==> src/rtl/teste2_can_decoder_pkg.sv <==
// Shared constants, state encoding and result record for the CAN header decoder.
package teste2_can_pkg;

  localparam int ID_A_W  = 11;
  localparam int ID_B_W  = 18;
  localparam int DLC_W   = 4;
  localparam int EOF_LEN = 7;
  localparam int CNT_W   = 5;

  typedef enum logic [3:0] {
    IDLE, ID_A, BIT12, IDE, ID_B, RTR_E, R1, R0, DLC, WAIT_EOF
  } state_t;

  typedef struct packed {
    logic              valid;
    logic [ID_A_W-1:0] id_a;
    logic [ID_B_W-1:0] id_b;
    logic              srr_rtr;
    logic              ide;
    logic              rtr;
    logic [DLC_W-1:0]  dlc;
  } frame_t;

  // Counter value seen on the last bit of a field that is w bits long.
  function automatic logic [CNT_W-1:0] last_idx(input int w);
    return CNT_W'(w - 1);
  endfunction

endpackage

==> src/rtl/teste2_can_decoder_if.sv <==
// Serial CAN bit input and decoded header results, grouped as one bundle.
interface teste2_can_decoder_if;
  import teste2_can_pkg::*;

  logic              can_data;
  logic              getframe;
  logic [ID_A_W-1:0] bit_id_11;
  logic [28:0]       bit_id_29;
  logic [1:0]        srr_rtr_ide;
  logic              std_frame;
  logic              ext_frame;
  logic              rtr_ext;
  logic              remote_frame;
  logic              data_frame;
  logic [DLC_W-1:0]  data_size;

  modport master (
    output can_data,
    input  getframe, bit_id_11, bit_id_29, srr_rtr_ide, std_frame, ext_frame,
           rtr_ext, remote_frame, data_frame, data_size
  );

  modport slave (
    input  can_data,
    output getframe, bit_id_11, bit_id_29, srr_rtr_ide, std_frame, ext_frame,
           rtr_ext, remote_frame, data_frame, data_size
  );

endinterface

==> src/rtl/teste2_can_decoder.sv <==
// CAN arbitration/control header decoder: one FSM, one shared bit counter,
// results published together with a single-cycle getframe strobe.
module teste2_can_decoder
  import teste2_can_pkg::*;
(
  input  logic               sample,
  input  logic               reset,
  teste2_can_decoder_if.slave bus
);

  state_t             state, state_n;
  logic [CNT_W-1:0]   cnt, cnt_n;
  logic [ID_A_W-1:0]  id_a_sr;
  logic [ID_B_W-1:0]  id_b_sr;
  logic [DLC_W-2:0]   dlc_sr;
  logic               bit12_q, ide_q, rtr_e_q;
  logic               done, ide_now, rtr_now;
  logic               getframe_q;
  frame_t             res, res_n;

  // NOTE: reset is synchronous, so it lives inside the clocked branch, not the sensitivity list.
  always_ff @(posedge sample) begin
    if (reset) begin
      state <= IDLE;
      cnt   <= '0;
    end else begin
      state <= state_n;
      cnt   <= cnt_n;
    end
  end

  always_comb begin
    // NOTE: every signal gets a default first so no branch can infer a latch.
    state_n = state;
    cnt_n   = cnt;
    done    = 1'b0;
    case (state)
      IDLE:  if (!bus.can_data) begin state_n = ID_A; cnt_n = '0; end
      ID_A:  if (cnt == last_idx(ID_A_W)) begin state_n = BIT12; cnt_n = '0; end
             else cnt_n = cnt + CNT_W'(1);
      BIT12: state_n = IDE;
      IDE: begin
        if (bus.can_data) begin
          state_n = ID_B;
          cnt_n   = '0;
        end else if (bit12_q) begin
          done    = 1'b1;
          state_n = WAIT_EOF;
          cnt_n   = '0;
        end else begin
          state_n = R0;
        end
      end
      ID_B:  if (cnt == last_idx(ID_B_W)) begin state_n = RTR_E; cnt_n = '0; end
             else cnt_n = cnt + CNT_W'(1);
      RTR_E: state_n = R1;
      R1: begin
        if (rtr_e_q) begin
          done    = 1'b1;
          state_n = WAIT_EOF;
          cnt_n   = '0;
        end else begin
          state_n = R0;
        end
      end
      R0:    begin state_n = DLC; cnt_n = '0; end
      DLC: begin
        if (cnt == last_idx(DLC_W)) begin
          done    = 1'b1;
          state_n = WAIT_EOF;
          cnt_n   = '0;
        end else begin
          cnt_n = cnt + CNT_W'(1);
        end
      end
      WAIT_EOF: begin
        if (!bus.can_data)                 cnt_n = '0;
        else if (cnt == last_idx(EOF_LEN)) begin state_n = IDLE; cnt_n = '0; end
        else                               cnt_n = cnt + CNT_W'(1);
      end
      default: begin state_n = IDLE; cnt_n = '0; end
    endcase
  end

  // Completing bit may itself be the IDE bit or the last DLC bit, so merge it in here.
  always_comb begin
    ide_now       = (state == IDE) ? bus.can_data : ide_q;
    rtr_now       = ide_now ? rtr_e_q : bit12_q;
    res_n.valid   = 1'b1;
    res_n.id_a    = id_a_sr;
    res_n.id_b    = id_b_sr;
    res_n.srr_rtr = bit12_q;
    res_n.ide     = ide_now;
    res_n.rtr     = rtr_now;
    res_n.dlc     = rtr_now ? '0 : {dlc_sr, bus.can_data};
  end

  always_ff @(posedge sample) begin
    if (reset) begin
      id_a_sr    <= '0;
      id_b_sr    <= '0;
      dlc_sr     <= '0;
      bit12_q    <= 1'b0;
      ide_q      <= 1'b0;
      rtr_e_q    <= 1'b0;
      getframe_q <= 1'b0;
      res        <= '0;
    end else begin
      getframe_q <= done;
      if (done) res <= res_n;
      case (state)
        ID_A:    id_a_sr <= {id_a_sr[ID_A_W-2:0], bus.can_data};
        BIT12:   bit12_q <= bus.can_data;
        IDE:     ide_q   <= bus.can_data;
        ID_B:    id_b_sr <= {id_b_sr[ID_B_W-2:0], bus.can_data};
        RTR_E:   rtr_e_q <= bus.can_data;
        DLC:     dlc_sr  <= {dlc_sr[DLC_W-3:0], bus.can_data};
        default: ;
      endcase
    end
  end

  assign bus.getframe     = getframe_q;
  assign bus.bit_id_11    = res.id_a;
  assign bus.bit_id_29    = res.ide ? {res.id_a, res.id_b} : '0;
  assign bus.srr_rtr_ide  = {res.srr_rtr, res.ide};
  assign bus.std_frame    = res.valid & ~res.ide;
  assign bus.ext_frame    = res.ide;
  assign bus.rtr_ext      = res.ide & res.rtr;
  assign bus.remote_frame = res.rtr;
  assign bus.data_frame   = res.valid & ~res.rtr;
  assign bus.data_size    = res.dlc;

endmodule

==> src/flat_wrapper.sv <==
// flat-port wrapper written by rule: the top's interface ports become plain ports
module teste2_can_decoder_flat import teste2_can_pkg::*;
  (sample, reset, bus_can_data, bus_getframe, bus_bit_id_11, bus_bit_id_29, bus_srr_rtr_ide, bus_std_frame, bus_ext_frame, bus_rtr_ext, bus_remote_frame, bus_data_frame, bus_data_size);
  teste2_can_decoder_if bus_i ();
  input  logic sample;
  input  logic reset;
  input wire logic [$bits(bus_i.can_data)-1:0] bus_can_data;
  output wire logic [$bits(bus_i.getframe)-1:0] bus_getframe;
  output wire logic [$bits(bus_i.bit_id_11)-1:0] bus_bit_id_11;
  output wire logic [$bits(bus_i.bit_id_29)-1:0] bus_bit_id_29;
  output wire logic [$bits(bus_i.srr_rtr_ide)-1:0] bus_srr_rtr_ide;
  output wire logic [$bits(bus_i.std_frame)-1:0] bus_std_frame;
  output wire logic [$bits(bus_i.ext_frame)-1:0] bus_ext_frame;
  output wire logic [$bits(bus_i.rtr_ext)-1:0] bus_rtr_ext;
  output wire logic [$bits(bus_i.remote_frame)-1:0] bus_remote_frame;
  output wire logic [$bits(bus_i.data_frame)-1:0] bus_data_frame;
  output wire logic [$bits(bus_i.data_size)-1:0] bus_data_size;
  assign bus_i.can_data = bus_can_data;
  assign bus_getframe = bus_i.getframe;
  assign bus_bit_id_11 = bus_i.bit_id_11;
  assign bus_bit_id_29 = bus_i.bit_id_29;
  assign bus_srr_rtr_ide = bus_i.srr_rtr_ide;
  assign bus_std_frame = bus_i.std_frame;
  assign bus_ext_frame = bus_i.ext_frame;
  assign bus_rtr_ext = bus_i.rtr_ext;
  assign bus_remote_frame = bus_i.remote_frame;
  assign bus_data_frame = bus_i.data_frame;
  assign bus_data_size = bus_i.data_size;
  teste2_can_decoder u_core (.sample(sample), .reset(reset), .bus(bus_i));
endmodule
==> config.mk <==
export PLATFORM = sky130hd
export DESIGN_NAME = teste2_can_decoder_flat
export DESIGN_NICKNAME = d
export VERILOG_FILES = /design/src/rtl/teste2_can_decoder_pkg.sv /design/src/rtl/teste2_can_decoder_if.sv /design/src/rtl/teste2_can_decoder.sv /design/src/flat_wrapper.sv
export SDC_FILE = /design/constraint.sdc
export NUM_CORES = 1
export LEC_CHECK = 0
export BUFFER_PORTS_ARGS = -buffer_cell sky130_fd_sc_hd__buf_2
export CORE_MARGIN = 8
export CORE_UTILIZATION = 41
export CTS_BUF_LIST = sky130_fd_sc_hd__clkbuf_2
export CTS_CLUSTER_SIZE = 40
export DETAILED_ROUTE_END_ITERATION = 16
export GPL_TIMING_DRIVEN = 0
export PLACE_DENSITY = 0.73
export SYNTH_ARGS = -nofsm -noshare
export SYNTH_HDL_FRONTEND = slang
export SYNTH_SLANG_ARGS = --single-unit
==> constraint.sdc <==
create_clock -name sample -period 2.1 [get_ports sample]
set_clock_uncertainty 0.1 [all_clocks]
set_input_delay 0.21 -clock sample [delete_from_list [all_inputs] [get_ports sample]]
set_output_delay 0.21 -clock sample [all_outputs]
set_load 0.01 [all_outputs]
; ---- After elaboration in Yosys (flattened, before gate mapping)
; Cells that the tools add are included.
[word_totals]
register_bits = 82
latch_bits = 0
ramBits = 0
romBits = 0
input_bits = 3
output_inout_bits = 52
memories = 0
[classes]
add_sub_neg = 1
n_mul = 0
n_div = 0
magnitude_cmp = 0
n_eq_ne = 21
shift = 0
mux = 29
n_bitwise = 6
n_reduce_logical = 4
[ops]
columns = cell, n
row1 = two-way mux 5 bit, 9
row2 = two-way mux 4 bit, 10
row3 = case mux 4 bit (10 select lines), 1
row4 = case mux 5 bit (8 select lines), 1
row5 = two-way mux 29 bit, 1
row6 = "equality test 4 x 3 -> 1 bit, second input constant", 4
row7 = "inequality test 2 x 1 -> 1 bit, second input constant", 5
row8 = "equality test 4 x 2 -> 1 bit, second input constant", 2
row9 = "equality test 4 bit, second input constant", 2
row10 = two-way mux 1 bit, 6
row11 = AND reduction 6 bit, 1
row12 = "adder 5 x 1 -> 5 bit, second input constant", 1
row13 = "equality test 5 x 2 -> 1 bit, second input constant", 1
row14 = "equality test 5 x 3 -> 1 bit, second input constant", 1
row15 = "equality test 5 x 4 -> 1 bit, second input constant", 1
row16 = "equality test 5 bit, second input constant", 1
row17 = "equality test 4 x 1 -> 1 bit, second input constant", 1
row18 = logical NOT 4 bit, 1
row19 = "inequality test 2 bit, second input constant", 2
row20 = AND reduction 4 bit, 1
row21 = AND 1 bit, 3
row22 = "inequality test 3 x 2 -> 1 bit, second input constant", 1
row23 = inverter 1 bit, 3
row24 = case mux 1 bit (3 select lines), 1
row25 = OR reduction 2 bit, 1

; ---- Logic depth before layout (Yosys ltp)
[depth]
ltp_word = 4
ltp_mapped = 8

; ---- Worst setup path after synthesis
; OpenSTA, ideal clock, no wires.
[synth_path]
kind = reg2reg
start = register u_core.cnt[0]
end = register u_core.state[1]
setup_time_ns = 0.089
t_arrival_ns = 1.927
setup_slack_ns = -0.016
path_stages_with_launch = 6
period_less_slack_ns = 2.116
cell_sequence = dfxtp_1 -> ha_1 -> or4b_4 -> a222oi_1 -> o311ai_1 -> nor4_2
[synth_via]
elab_chain_cells = 3
elab_cells_between_ends = 9
classes_between = 8 x eq/ne / 1 x reduce/logical
[synth_lines]
columns = item, line_no
row1 = "start, declared", teste2_can_decoder.sv:12  ; logic [CNT_W-1:0] cnt, cnt_n;
row2 = "start signal, assigned", teste2_can_decoder.sv:28  ; cnt <= cnt_n;
row3 = "equality test 5 x 2 -> 1 bit, or another cell as far along", teste2_can_decoder.sv:68  ; if (cnt == last_idx(DLC_W)) begin
row4 = inequality test 2 x 1 -> 1 bit (no line), --
row5 = AND reduction 6 bit (no line) *, --
row6 = "end signal, assigned", teste2_can_decoder.sv:27  ; state <= state_n;
row7 = "end, declared", teste2_can_decoder.sv:11  ; state_t state, state_n;
; Every way passes the cells marked *; elsewhere a longest branch is shown, timed or not.
; A chain may end at the register's enable or synchronous reset.

; ---- Worst setup path in the final report
[layout_path]
start = register u_core.state[2]
end = register u_core.cnt[0]
[layout_via]
elab_chain_cells = 4
elab_cells_between_ends = 16
classes_between = 11 x eq/ne / 1 x mux / 1 x bitwise / 3 x reduce/logical
[layout_lines]
columns = item
row1 = "parallel branches: the longest is 4 deep, another holds case mux 5 bit (8 select lines)"
; Several ways; the timed one is not identified.

==> impl_metrics.xml <==
<?xml version="1.0" encoding="UTF-8"?>
<metrics>
  <group name="outcome">
    <metric name="outcome" unit="">completed</metric>
  </group>
  <group name="floorplan">
    <metric name="floorplan.die.height" unit="um">112</metric>
    <metric name="design.portCount" unit="">55</metric>
    <metric name="rows" unit="">35</metric>
    <metric name="initial_core_util" unit="%">41.5</metric>
    <metric name="fp.dieArea" unit="sq um">12500</metric>
    <metric name="core_area" unit="sq um">9110</metric>
    <metric name="die_width" unit="um">112</metric>
  </group>
  <group name="drt">
    <metric name="drtPass1Iterations" unit="">4</metric>
    <metric name="antenna_left" unit="">0</metric>
    <metric name="routed-via-count" unit="">3453</metric>
    <metric name="drt_iter0_markers" unit="">274</metric>
    <metric name="wirelength" unit="mm">9.23</metric>
    <metric name="routed_wire_length_per_instance" unit="um">14.1</metric>
    <metric name="drc_errors" unit="">0</metric>
    <metric name="vias_per_cell" unit="">5.26</metric>
  </group>
  <group name="worst_setup_path">
    <metric name="timing.critical_path.mode_cell" unit="">buf_4</metric>
    <metric name="crit_path_cell_trace" unit="">buf_2, nor4b_2, a222oi_1, buf_4, buf_4, and3_1, a211oi_1</metric>
    <metric name="largest_incremental_delay_on_the_critical_path" unit="ns">0.39</metric>
    <metric name="endpoint_kind" unit="">flip-flop</metric>
    <metric name="worstPathRequired" unit="ns">2.45</metric>
    <metric name="worstSetupPathType" unit="">flip-flop to flip-flop</metric>
    <metric name="critical-path-slowest-cell" unit="">dfxtp_1</metric>
    <metric name="cp_num_buf_inv" unit="">3</metric>
    <metric name="timing.critical_path.fanout_max" unit="">10</metric>
    <metric name="timing.critical_path.max_delay_family" unit="">simple AND/OR/NAND/NOR gates</metric>
    <metric name="crit_arrival" unit="ns">2.39</metric>
    <metric name="critPathLaunchType" unit="">flip-flop</metric>
  </group>
  <group name="power_and_ir_drop">
    <metric name="power.density" unit="nW/um^2">738</metric>
    <metric name="static-leakage-power" unit="nW">1.72</metric>
    <metric name="vdd_ir_drop_max" unit="uV">381</metric>
  </group>
  <group name="synth">
    <metric name="post_synth_most_frequent_cells" unit="">82 x dfxtp_1, 72 x a21oi_1, 71 x nand2_1, 37 x nand3_1, 31 x o21ai_0</metric>
    <metric name="post-synth-top-area-cell" unit="">dfxtp_1</metric>
    <metric name="yosys_most_used_dff" unit="">dfxtp_1</metric>
    <metric name="synth_cell_type_count" unit="">53</metric>
    <metric name="synthMostInstantiatedCell" unit="">dfxtp_1</metric>
    <metric name="synthCells" unit="">471</metric>
    <metric name="seq_area_frac_synth" unit="%">43.5</metric>
    <metric name="yosysWarnings" unit="">0</metric>
    <metric name="post_synth_instance_area" unit="sq um">3780</metric>
    <metric name="syn_area_per_cell" unit="sq um">8.02</metric>
    <metric name="yosysTopAreaCellShare" unit="%">43.5</metric>
    <metric name="synth_async_sr_flop_share" unit="%">0</metric>
    <metric name="number_of_synthesized_flops_with_an_enable_pin" unit="">0</metric>
    <metric name="net_count_of_the_mapped_netlist" unit="">477</metric>
    <metric name="synth_area_leaders" unit="">dfxtp_1 43%, a21oi_1 9.5%, nand2_1 7.1%, and2_1 5.0%, nand3_1 4.9%</metric>
    <metric name="synth_seq_cells" unit="">82</metric>
  </group>
  <group name="clock_network">
    <metric name="number_of_levels_in_the_clock_h_tree" unit="">3</metric>
    <metric name="clkSlewWorstSetupHoldPaths" unit="ns">0.23</metric>
    <metric name="cts_tree" unit="">done</metric>
    <metric name="cell_at_the_root_of_the_clock_tree" unit="">clkbuf_2</metric>
    <metric name="tritoncts_sinks" unit="">82</metric>
    <metric name="clock_latency_of_the_later_clocked_register_in_the_worst_skew_pair" unit="ns">0.55</metric>
    <metric name="numCtsBuffers" unit="">9</metric>
    <metric name="clock_path_buffers" unit="">2</metric>
  </group>
  <group name="timing">
    <metric name="grt_setup_unrepaired" unit="">true</metric>
    <metric name="fmaxAchievable" unit="GHz">0.490</metric>
    <metric name="timing.slew.headroom" unit="%">59.9</metric>
    <metric name="setup-violations-final" unit="">0</metric>
    <metric name="slew_viol_final" unit="">0</metric>
    <metric name="hold_viol" unit="">0</metric>
    <metric name="finalWorstSetupSlack" unit="ns">0.0580</metric>
    <metric name="tightest_slew" unit="ns">0.600</metric>
    <metric name="tns" unit="ns">0</metric>
    <metric name="finalCritPeriodShare" unit="%">97.2</metric>
    <metric name="final.min_clock_period" unit="ns">2.04</metric>
  </group>
  <group name="final_layout">
    <metric name="postLayoutCoreUtil" unit="%">49.4</metric>
    <metric name="areaGrowthSynthToFinish" unit="%">19.3</metric>
    <metric name="layout-drive-gt1-share" unit="%">24.2</metric>
    <metric name="nFillCells" unit="">877</metric>
    <metric name="post_layout_inst_area" unit="sq um">4500</metric>
    <metric name="num_antenna_cells" unit="">0</metric>
    <metric name="final_net_count" unit="">546</metric>
  </group>
  <group name="placement">
    <metric name="gp_congestion" unit="">0.826</metric>
    <metric name="hpwlAfterDp" unit="mm">6.45</metric>
    <metric name="pre_cts_ws" unit="ns">-0.341</metric>
    <metric name="place.port_buffers" unit="">53</metric>
    <metric name="detailed_place.area" unit="sq um">4190</metric>
  </group>
  <group name="global_routing">
    <metric name="first_global_vias" unit="">3248</metric>
    <metric name="grt_start_max_net_pins" unit="">16</metric>
    <metric name="antenna_found_initial" unit="">0</metric>
    <metric name="grt_remaining_overflow" unit="">0</metric>
    <metric name="grt_util_all_layers" unit="%">14.7</metric>
    <metric name="grt_first_pass_wirelength" unit="mm">15.4</metric>
  </group>
  <group name="run">
    <metric name="max-cap-violations" unit="">0</metric>
  </group>
  <group name="hold_path">
    <metric name="timing.hold.worst.class" unit="">input pin to flip-flop</metric>
  </group>
</metrics>
power by group:
group          switching [W]  internal (W)  leakage, nW
clock network       0.000583      0.000407       0.0825
logic               0.000398      0.000261        0.973
registers          0.0000620       0.00161        0.664
total                0.00104       0.00228         1.72
cells in the final DEF, fill, tap and decap left out, types with 7 or more instances in the layout:
| cell type | n |
|---|---|
| nor3_1 | 7 |
| and2_1 | 30 |
| clkbuf_2 | 17 |
| clkbuf_1 | 16 |
| buf_4 | 25 |
| nand3_1 | 37 |
| buf_2 | 60 |
| a21oi_1 | 71 |
| dfxtp_1 | 76 |
| nand2_1 | 71 |
| nor2_1 | 8 |
| o21ai_0 | 31 |
cell families (layout without fill, tap and decap cells):
kind of cell    after synthesis  in the layout  share of synthesized area [%]
simple gates                183            183                           25.4
compound gates              134            134                           20.1
flops                        82             82                           43.5
buf+inv                      61            135                           7.99
mux                           5              5                           1.33
fa+ha+maj                     3              3                          0.994
xor+xnor                      3              3                          0.696
layer usage:
| metal | track usage, % | up-vias | part of all wire [%] |
|---|---|---|---|
| met5 | 0 | - | 0 |
| li1 | - | 1765 | - |
| met2 | 23.0 | 76 | 47 |
| met4 | 6.03 | 0 | 1.6 |
| met3 | 3.90 | 15 | 4.8 |
| met1 | 18.8 | 1597 | 47 |
through the flow:
step	cells	power [W]	hold slack, ns
after floorplan	471	0.00209	0.333
after global placement	635	0.00220	0.344
after detailed placement	635	0.00222	0.349
after CTS	654	0.00328	0.0513
after global routing	656	0.00349	0.130
final	656	0.00332	0.0995
flip-flops by register name, indices dropped and copies added (netlist names), 3 cells and up:
signal	cells
u_core.state	4
u_core.cnt	5
u_core.bus.data_size	4
u_core.bus.bit_id_11	11
u_core.dlc_sr	3
u_core.res	19
u_core.id_b_sr	18
u_core.id_a_sr	11
tightest hold or removal path, stage by stage:
cell and delay, ns:
clkbuf_1 0.16, nand2_1 0.15, a211o_1 0.13, a211oi_1 0.06
final cells by class:
type,count,area [sq um],area share [%]
sequential,82,1660,36.8
clock buffer,9,45.0,1.00
multi-input combinational,328,1930,42.8
tap,111,139,3.08
buffer,54,289,6.42
clock inverter,7,100,2.22
inverter,3,11.3,0.250
timing repair buffer,62,335,7.45
path summary, 6_finish.rpt:
kind / cells after the start / slack [ns] / start / to
worst min register to register: 2 / 0.36 / u_core.id_b_sr[1]$_SDFFE_PP0P_ / u_core.id_b_sr[2]$_SDFFE_PP0P_
worst min-delay path: 4 / 0.1 / bus_can_data / u_core.cnt[0]$_SDFFE_PP0P_
worst max register to register: 7 / 0.06 / u_core.state[2]$_SDFFE_PP0P_ / u_core.cnt[0]$_SDFFE_PP0P_
worst max-delay path: 7 / 0.06 / u_core.state[2]$_SDFFE_PP0P_ / u_core.cnt[0]$_SDFFE_PP0P_
repair_timing:
| item | in CTS | in global routing |
|---|---|---|
| endpoints found under the hold margin | 4 | 0 |
| setup endpoints to repair | 74 | 63 |
| pin swaps | 2 | 4 |
| gates resized for setup | 17 | 26 |
| hold buffers | 1 | 0 |
| setup buffers | 4 | 4 |
Note: power is estimated with default switching activity, not from simulation.
